**src/rtl/cordic_pkg.sv**
```systemverilog
//------------------------------------------------------------------------------
// cordic_pkg : constants, state encoding and saturation shared by CORDIC engines
// Revision   : 1.0
//------------------------------------------------------------------------------
`default_nettype none

package cordic_pkg;

  localparam int          CORDIC_DW    = 16;
  localparam int          CORDIC_NITER = 16;
  localparam logic [15:0] CORDIC_K     = 16'h4DBA;

  typedef enum logic [1:0] {
    ST_IDLE  = 2'd0,
    ST_ITER  = 2'd1,
    ST_SCALE = 2'd2
  } cordic_state_e;

  // Clamp a wide signed value into the signed CORDIC_DW output range.
  function automatic logic [CORDIC_DW-1:0] sat_dw(input logic signed [63:0] v);
    logic signed [63:0] hi;
    logic signed [63:0] lo;
    hi = (64'sd1 <<< (CORDIC_DW - 1)) - 64'sd1;
    lo = -hi - 64'sd1;
    if (v > hi) begin
      sat_dw = {1'b0, {(CORDIC_DW-1){1'b1}}};
    end else if (v < lo) begin
      sat_dw = {1'b1, {(CORDIC_DW-1){1'b0}}};
    end else begin
      sat_dw = v[CORDIC_DW-1:0];
    end
  endfunction

endpackage

`default_nettype wire

```
**src/rtl/cordic_microrot_stage.sv**
```systemverilog
//------------------------------------------------------------------------------
// cordic_microrot_stage : one combinational shift-add CORDIC micro-rotation
// Revision              : 1.0
//------------------------------------------------------------------------------
`default_nettype none

module cordic_microrot_stage #(
  parameter int W  = 18,
  parameter int SW = 5
) (
  input  logic signed [W-1:0]  x,
  input  logic signed [W-1:0]  y,
  input  logic        [SW-1:0] shift,
  input  logic                 dir,
  output logic signed [W-1:0]  x_next,
  output logic signed [W-1:0]  y_next
);

  logic signed [W-1:0] x_sh;
  logic signed [W-1:0] y_sh;

  always_comb begin
    x_sh = x >>> shift;
    y_sh = y >>> shift;
    // dir=1 rotates counter-clockwise (d=+1), dir=0 clockwise (d=-1)
    if (dir) begin
      x_next = x - y_sh;
      y_next = y + x_sh;
    end else begin
      x_next = x + y_sh;
      y_next = y - x_sh;
    end
  end

endmodule

`default_nettype wire

```
**src/rtl/cordic_rotation_replay.sv**
```systemverilog
//------------------------------------------------------------------------------
// cordic_rotation_replay : iterative rotation-mode CORDIC replaying a direction word
// Revision               : 1.0
//------------------------------------------------------------------------------
`default_nettype none

module cordic_rotation_replay
  import cordic_pkg::*;
#(
  parameter int N_ITER = CORDIC_NITER,
  parameter int DW     = CORDIC_DW,
  parameter int GW     = 2
) (
  input  logic                 clk,
  input  logic                 rst,
  input  logic                 start_cr,
  input  logic signed [DW-1:0] xin_cr,
  input  logic signed [DW-1:0] yin_cr,
  input  logic        [31:0]   cr_di_microt,
  output logic        [DW-1:0] cr_cos_theta,
  output logic        [DW-1:0] cr_sin_theta,
  output logic                 cr_calc_end,
  output logic                 busy
);

  localparam int IW = DW + GW;
  localparam int PW = IW + 16;
  localparam int CW = 5;
  localparam logic signed [PW-1:0] C_K = PW'(CORDIC_K);

  cordic_state_e        state_q, state_d;
  logic [CW-1:0]        i_q, i_d;
  logic signed [IW-1:0] x_q, x_d, y_q, y_d;
  logic [31:0]          di_q, di_d;
  logic [DW-1:0]        cos_q, cos_d, sin_q, sin_d;
  logic                 end_q, end_d, busy_q, busy_d;

  logic signed [IW-1:0] x_nx, y_nx;
  logic signed [PW-1:0] x_prod, y_prod;

  cordic_microrot_stage #(.W(IW), .SW(CW)) u_stage (
    .x      (x_q),
    .y      (y_q),
    .shift  (i_q),
    .dir    (di_q[i_q]),
    .x_next (x_nx),
    .y_next (y_nx)
  );

  always_comb begin
    state_d = state_q;
    i_d     = i_q;
    x_d     = x_q;
    y_d     = y_q;
    di_d    = di_q;
    cos_d   = cos_q;
    sin_d   = sin_q;
    end_d   = 1'b0;
    busy_d  = busy_q;
    x_prod  = PW'(x_q) * C_K;
    y_prod  = PW'(y_q) * C_K;
    case (state_q)
      ST_IDLE: begin
        busy_d = 1'b0;
        // The strobe cycle still counts as busy, so a start there is dropped.
        if (start_cr && !end_q) begin
          x_d     = IW'(xin_cr);
          y_d     = IW'(yin_cr);
          di_d    = cr_di_microt;
          i_d     = '0;
          busy_d  = 1'b1;
          state_d = ST_ITER;
        end
      end
      ST_ITER: begin
        x_d = x_nx;
        y_d = y_nx;
        i_d = i_q + CW'(1);
        if (i_q == CW'(N_ITER - 1)) begin
          state_d = ST_SCALE;
        end
      end
      ST_SCALE: begin
        cos_d   = sat_dw(64'(x_prod >>> 15));
        sin_d   = sat_dw(64'(y_prod >>> 15));
        end_d   = 1'b1;
        state_d = ST_IDLE;
      end
      default: begin
        state_d = ST_IDLE;
      end
    endcase
  end

  always_ff @(posedge clk) begin
    if (rst) begin
      state_q <= ST_IDLE;
      i_q     <= '0;
      x_q     <= '0;
      y_q     <= '0;
      di_q    <= '0;
      cos_q   <= '0;
      sin_q   <= '0;
      end_q   <= 1'b0;
      busy_q  <= 1'b0;
    end else begin
      state_q <= state_d;
      i_q     <= i_d;
      x_q     <= x_d;
      y_q     <= y_d;
      di_q    <= di_d;
      cos_q   <= cos_d;
      sin_q   <= sin_d;
      end_q   <= end_d;
      busy_q  <= busy_d;
    end
  end

  assign cr_cos_theta = cos_q;
  assign cr_sin_theta = sin_q;
  assign cr_calc_end  = end_q;
  assign busy         = busy_q;

endmodule

`default_nettype wire

```
**config.mk**
```make
export PLATFORM = sky130hd
export DESIGN_NAME = cordic_rotation_replay
export DESIGN_NICKNAME = d
export VERILOG_FILES = /design/src/rtl/cordic_pkg.sv /design/src/rtl/cordic_microrot_stage.sv /design/src/rtl/cordic_rotation_replay.sv
export SDC_FILE = /design/constraint.sdc
export NUM_CORES = 1
export LEC_CHECK = 0
export ABC_CLOCK_PERIOD_IN_PS = 8400
export CORE_UTILIZATION = 28
export CTS_BUF_LIST = sky130_fd_sc_hd__clkbuf_2
export DETAILED_ROUTE_END_ITERATION = 16
export DONT_BUFFER_PORTS = 1
export GPL_ROUTABILITY_DRIVEN = 1
export PLACE_DENSITY_LB_ADDON = 0.05
export SLEW_MARGIN = 20
export SYNTH_ARGS = -nofsm -noshare
export SYNTH_HDL_FRONTEND = slang
export SYNTH_SLANG_ARGS = --single-unit
```
**constraint.sdc**
```tcl
create_clock -name clk -period 8.4 [get_ports clk]
set_input_delay 1.26 -clock clk [delete_from_list [all_inputs] [get_ports clk]]
set_output_delay 1.26 -clock clk [all_outputs]
set_load 0.01 [all_outputs]
```
==> run summary <==
================================================================================
Result of the run ................................................. finished, final reports clean
Setup-violating endpoint count in the final report ................            0
Max-slew violation count ..........................................            0
Number of global-route vias before repair .........................       14,800
HPWL after detailed placement .....................................    45,200 um
Clk_skew ..........................................................    0.0338 ns
Share of post-route cells with drive strength above 1 .............       0.0554
Total clock buffers created by CTS ................................            9
Launching point of the worst reg2reg path .........................       y_q[4]
Reg-to-Reg End .................................................... cr_sin_theta[14]
Top library cells by usage in the layout, fill and taps aside ..... sky130_fd_sc_hd__inv_1 (436), sky130_fd_sc_hd__ha_1 (258), sky130_fd_sc_hd__fa_1 (236)
Logic depth of the worst register-to-register path ................           22
Dominant cells by area after synthesis ............................ sky130_fd_sc_hd__fa_1 (25%), sky130_fd_sc_hd__ha_1 (17%), sky130_fd_sc_hd__dfxtp_1 (12%)
Synthesized net count .............................................        2,648
Initial core utilization ..........................................        0.286
Setup TNS Final ...................................................         0 ns
Filler cells ......................................................        6,969
Clock transition at the registers of the reported paths ...........      0.37 ns
Synth Flop Type ................................................... sky130_fd_sc_hd__dfxtp_1
Net count of the finished layout ..................................        2,615
Summed instance area of the synthesized netlist ...................  18,500 um^2
1st-iter DRT viols ................................................          590
Setup ws final ....................................................      1.20 ns
Initial DRT Pass Iterations .......................................            5
Instance area at placement ........................................  19,500 um^2
Met3 WL post-DR ...................................................       957 um
Sequential-to-total area share from yosys stat ....................        0.118
Detailed-route wire length per cell ...............................      19.1 um
Number of buffers added for setup after CTS .......................            0
Reg-to-reg slack, setup ...........................................      1.20 ns
Sum of met2 wire segment lengths after detailed routing ...........    28,100 um
Worst skew pair latency ...........................................      0.87 ns
Overall via count from detail_route ...............................       14,000
Number of cells on the worst hold path ............................            1
Register bit total from synthesis .................................          109
TritonCTS clock tree ..............................................        built
Hold Buf Count CTS ................................................            0
Uppermost layer routed ............................................         met5
Critical path capture point type ..................................    flip-flop
Count of H-tree levels built during CTS ...........................            3
DRC violation count after routing .................................            0
Leading area contributor after synthesis .......................... sky130_fd_sc_hd__fa_1
RSZ-0062 raised after global routing ..............................        false
First-pass GRT wire length ........................................    87,500 um
Global-route total usage across every layer .......................        0.171
Async set-reset flop share out of synthesis .......................            0
Aggregate global routing overflow .................................            0
Final wirelength ..................................................    55,700 um
Period Utilization, post-route ....................................        0.857
I/O pin total .....................................................          101
Cell count after synthesis ........................................        2,087
Utilization of the core after routing .............................        0.303
Worst min path class ..............................................       in2reg
Commonest non-fill, non-tap cell in the layout .................... sky130_fd_sc_hd__inv_1
Wire length the detailed router placed on met1 ....................    26,000 um
Post-synthesis to final-layout area growth ........................        6.27%
Initial antenna violation count ...................................            4
YS warnings .......................................................            0
Endpoint of the worst hold-timing path ............................ cr_cos_theta[13]
Root Buffer ....................................................... sky130_fd_sc_hd__clkbuf_2
Mean instance size in the synthesized netlist .....................    8.88 um^2
Final Hold Fails ..................................................            0
Maximum clock frequency ...........................................      139 MHz
Final cell area excluding filler cells ............................  19,700 um^2
Fraction of synthesized cell area taken by the top area cell type .        0.255
Residual antenna-violating net count after detailed routing .......            0
Pre-CTS setup slack ...............................................      1.24 ns
Via density .......................................................         4.78
Number of standard-cell rows in the floorplan .....................           93
Required time worst endpoint ......................................      9.24 ns
Arrival time of the worst setup path ..............................      8.03 ns
Hold Startpoint ...................................................          rst
Port Buf Inserts ..................................................            0
Height of the die .................................................       259 um
Nature of the critical path startpoint ............................    flip-flop
Global placement routability congestion ...........................        0.837
Floorplan die area ................................................  67,300 um^2
Final Critical Period .............................................      7.20 ns
Clock Sinks .......................................................          109
Chip width ........................................................       259 um
Maximum number of pins on one net before global-route repair ......           98
Area of the core ..................................................  64,900 um^2
CP Class ..........................................................      reg2reg
Count of distinct cell types in the synthesized netlist ...........           75
CP max FO .........................................................           12
Count of flip-flops with a built-in enable after synthesis ........            0
Max-capacitance violation count ...................................            0
Maximum buffer depth of the clock tree ............................            2
Worst slew margin relative to its limit ...........................        0.248
Post-cts resize count .............................................            0
Worst Tran Pin Value ..............................................      1.13 ns
================================================================================
-- routing by layer --
metal	vias up	track usage
li1	6831	-
met1	6940	0.226
met2	150	0.298
met3	31	0.0186
met4	4	0.0340
met5	-	0
-- stage by stage --
step                instances  hold slack (ns)
floorplan                2087            0.433
global placement         2898            0.443
detailed placement       2898            0.447
CTS                      2914            0.266
global route             2918            0.281
finish                   2918            0.406
-- cell families (layout without fill, tap and decap cells) --
logic type	Yosys count	after routing	synth area share
fa+ha+maj	494	494	0.429
simple gates	425	425	0.101
flops	109	109	0.118
mux	69	69	0.0665
xor+xnor	99	99	0.0468
other cells	0	4	0
buf+inv	510	482	0.105
compound gates	381	381	0.134
-- layout make-up --
class                      instances  area, um^2  share of cell area
inverter                         438        1640              0.0834
tap                              855        1070              0.0543
antenna                            4        10.0            0.000508
clock inverter                     7         100             0.00508
multi-input combinational       1468       14400               0.733
clock buffer                       9        45.0             0.00229
sequential                       109        2190               0.111
timing repair buffer              28         210              0.0107
-- cell usage after synthesis (39+ instances only) --
cell and instances:
sky130_fd_sc_hd__inv_1 436, sky130_fd_sc_hd__ha_1 258, sky130_fd_sc_hd__fa_1 236, sky130_fd_sc_hd__nand2_1 174
sky130_fd_sc_hd__nor2_1 137, sky130_fd_sc_hd__a21oi_1 127, sky130_fd_sc_hd__dfxtp_1 109, sky130_fd_sc_hd__o21ai_0 66
sky130_fd_sc_hd__xnor2_1 54, sky130_fd_sc_hd__clkbuf_1 50, sky130_fd_sc_hd__xor2_1 45, sky130_fd_sc_hd__mux4_2 39
-- registers in the layout, summed over array words and instances, names as in the netlist --
register	cells
state_q	2
x_q	18
di_q	32
cr_calc_end	1
cr_sin_theta	16
busy	1
i_q	5
y_q	18
cr_cos_theta	16
-- worst max path at each step --
stage                     startpoint               end  slack [ns]
final                         y_q[4]  cr_sin_theta[14]        1.20
after global routing          y_q[6]  cr_sin_theta[14]        0.82
after CTS                     y_q[6]  cr_sin_theta[14]        1.17
after detailed placement      y_q[8]   cr_sin_theta[5]        1.24
after global placement        y_q[6]  cr_sin_theta[14]        1.30
after floorplan               y_q[8]  cr_sin_theta[12]        1.94
-- critical path, cell delays in order, from the launching register on --
cell	delay, ns
sky130_fd_sc_hd__dfxtp_1	0.74
sky130_fd_sc_hd__ha_1	0.30
sky130_fd_sc_hd__inv_1	0.10
sky130_fd_sc_hd__fa_1	0.45
sky130_fd_sc_hd__fa_1	0.50
sky130_fd_sc_hd__inv_1	0.06
sky130_fd_sc_hd__fa_1	0.52
sky130_fd_sc_hd__fa_1	0.55
sky130_fd_sc_hd__inv_1	0.06
sky130_fd_sc_hd__fa_1	0.53
sky130_fd_sc_hd__inv_1	0.04
sky130_fd_sc_hd__ha_1	0.33
sky130_fd_sc_hd__a211o_1	0.19
sky130_fd_sc_hd__or3_1	0.12
sky130_fd_sc_hd__o32ai_1	0.10
sky130_fd_sc_hd__or4_1	0.61
sky130_fd_sc_hd__and3_4	0.20
sky130_fd_sc_hd__o31ai_4	0.32
sky130_fd_sc_hd__nor3_1	0.07
sky130_fd_sc_hd__or4b_1	0.49
sky130_fd_sc_hd__a311oi_2	0.43
sky130_fd_sc_hd__and2_4	0.31
sky130_fd_sc_hd__a221o_2	0.17
Power is not shown: default switching activity piles up to over one toggle a cycle in this logic, so the estimate is an artifact.
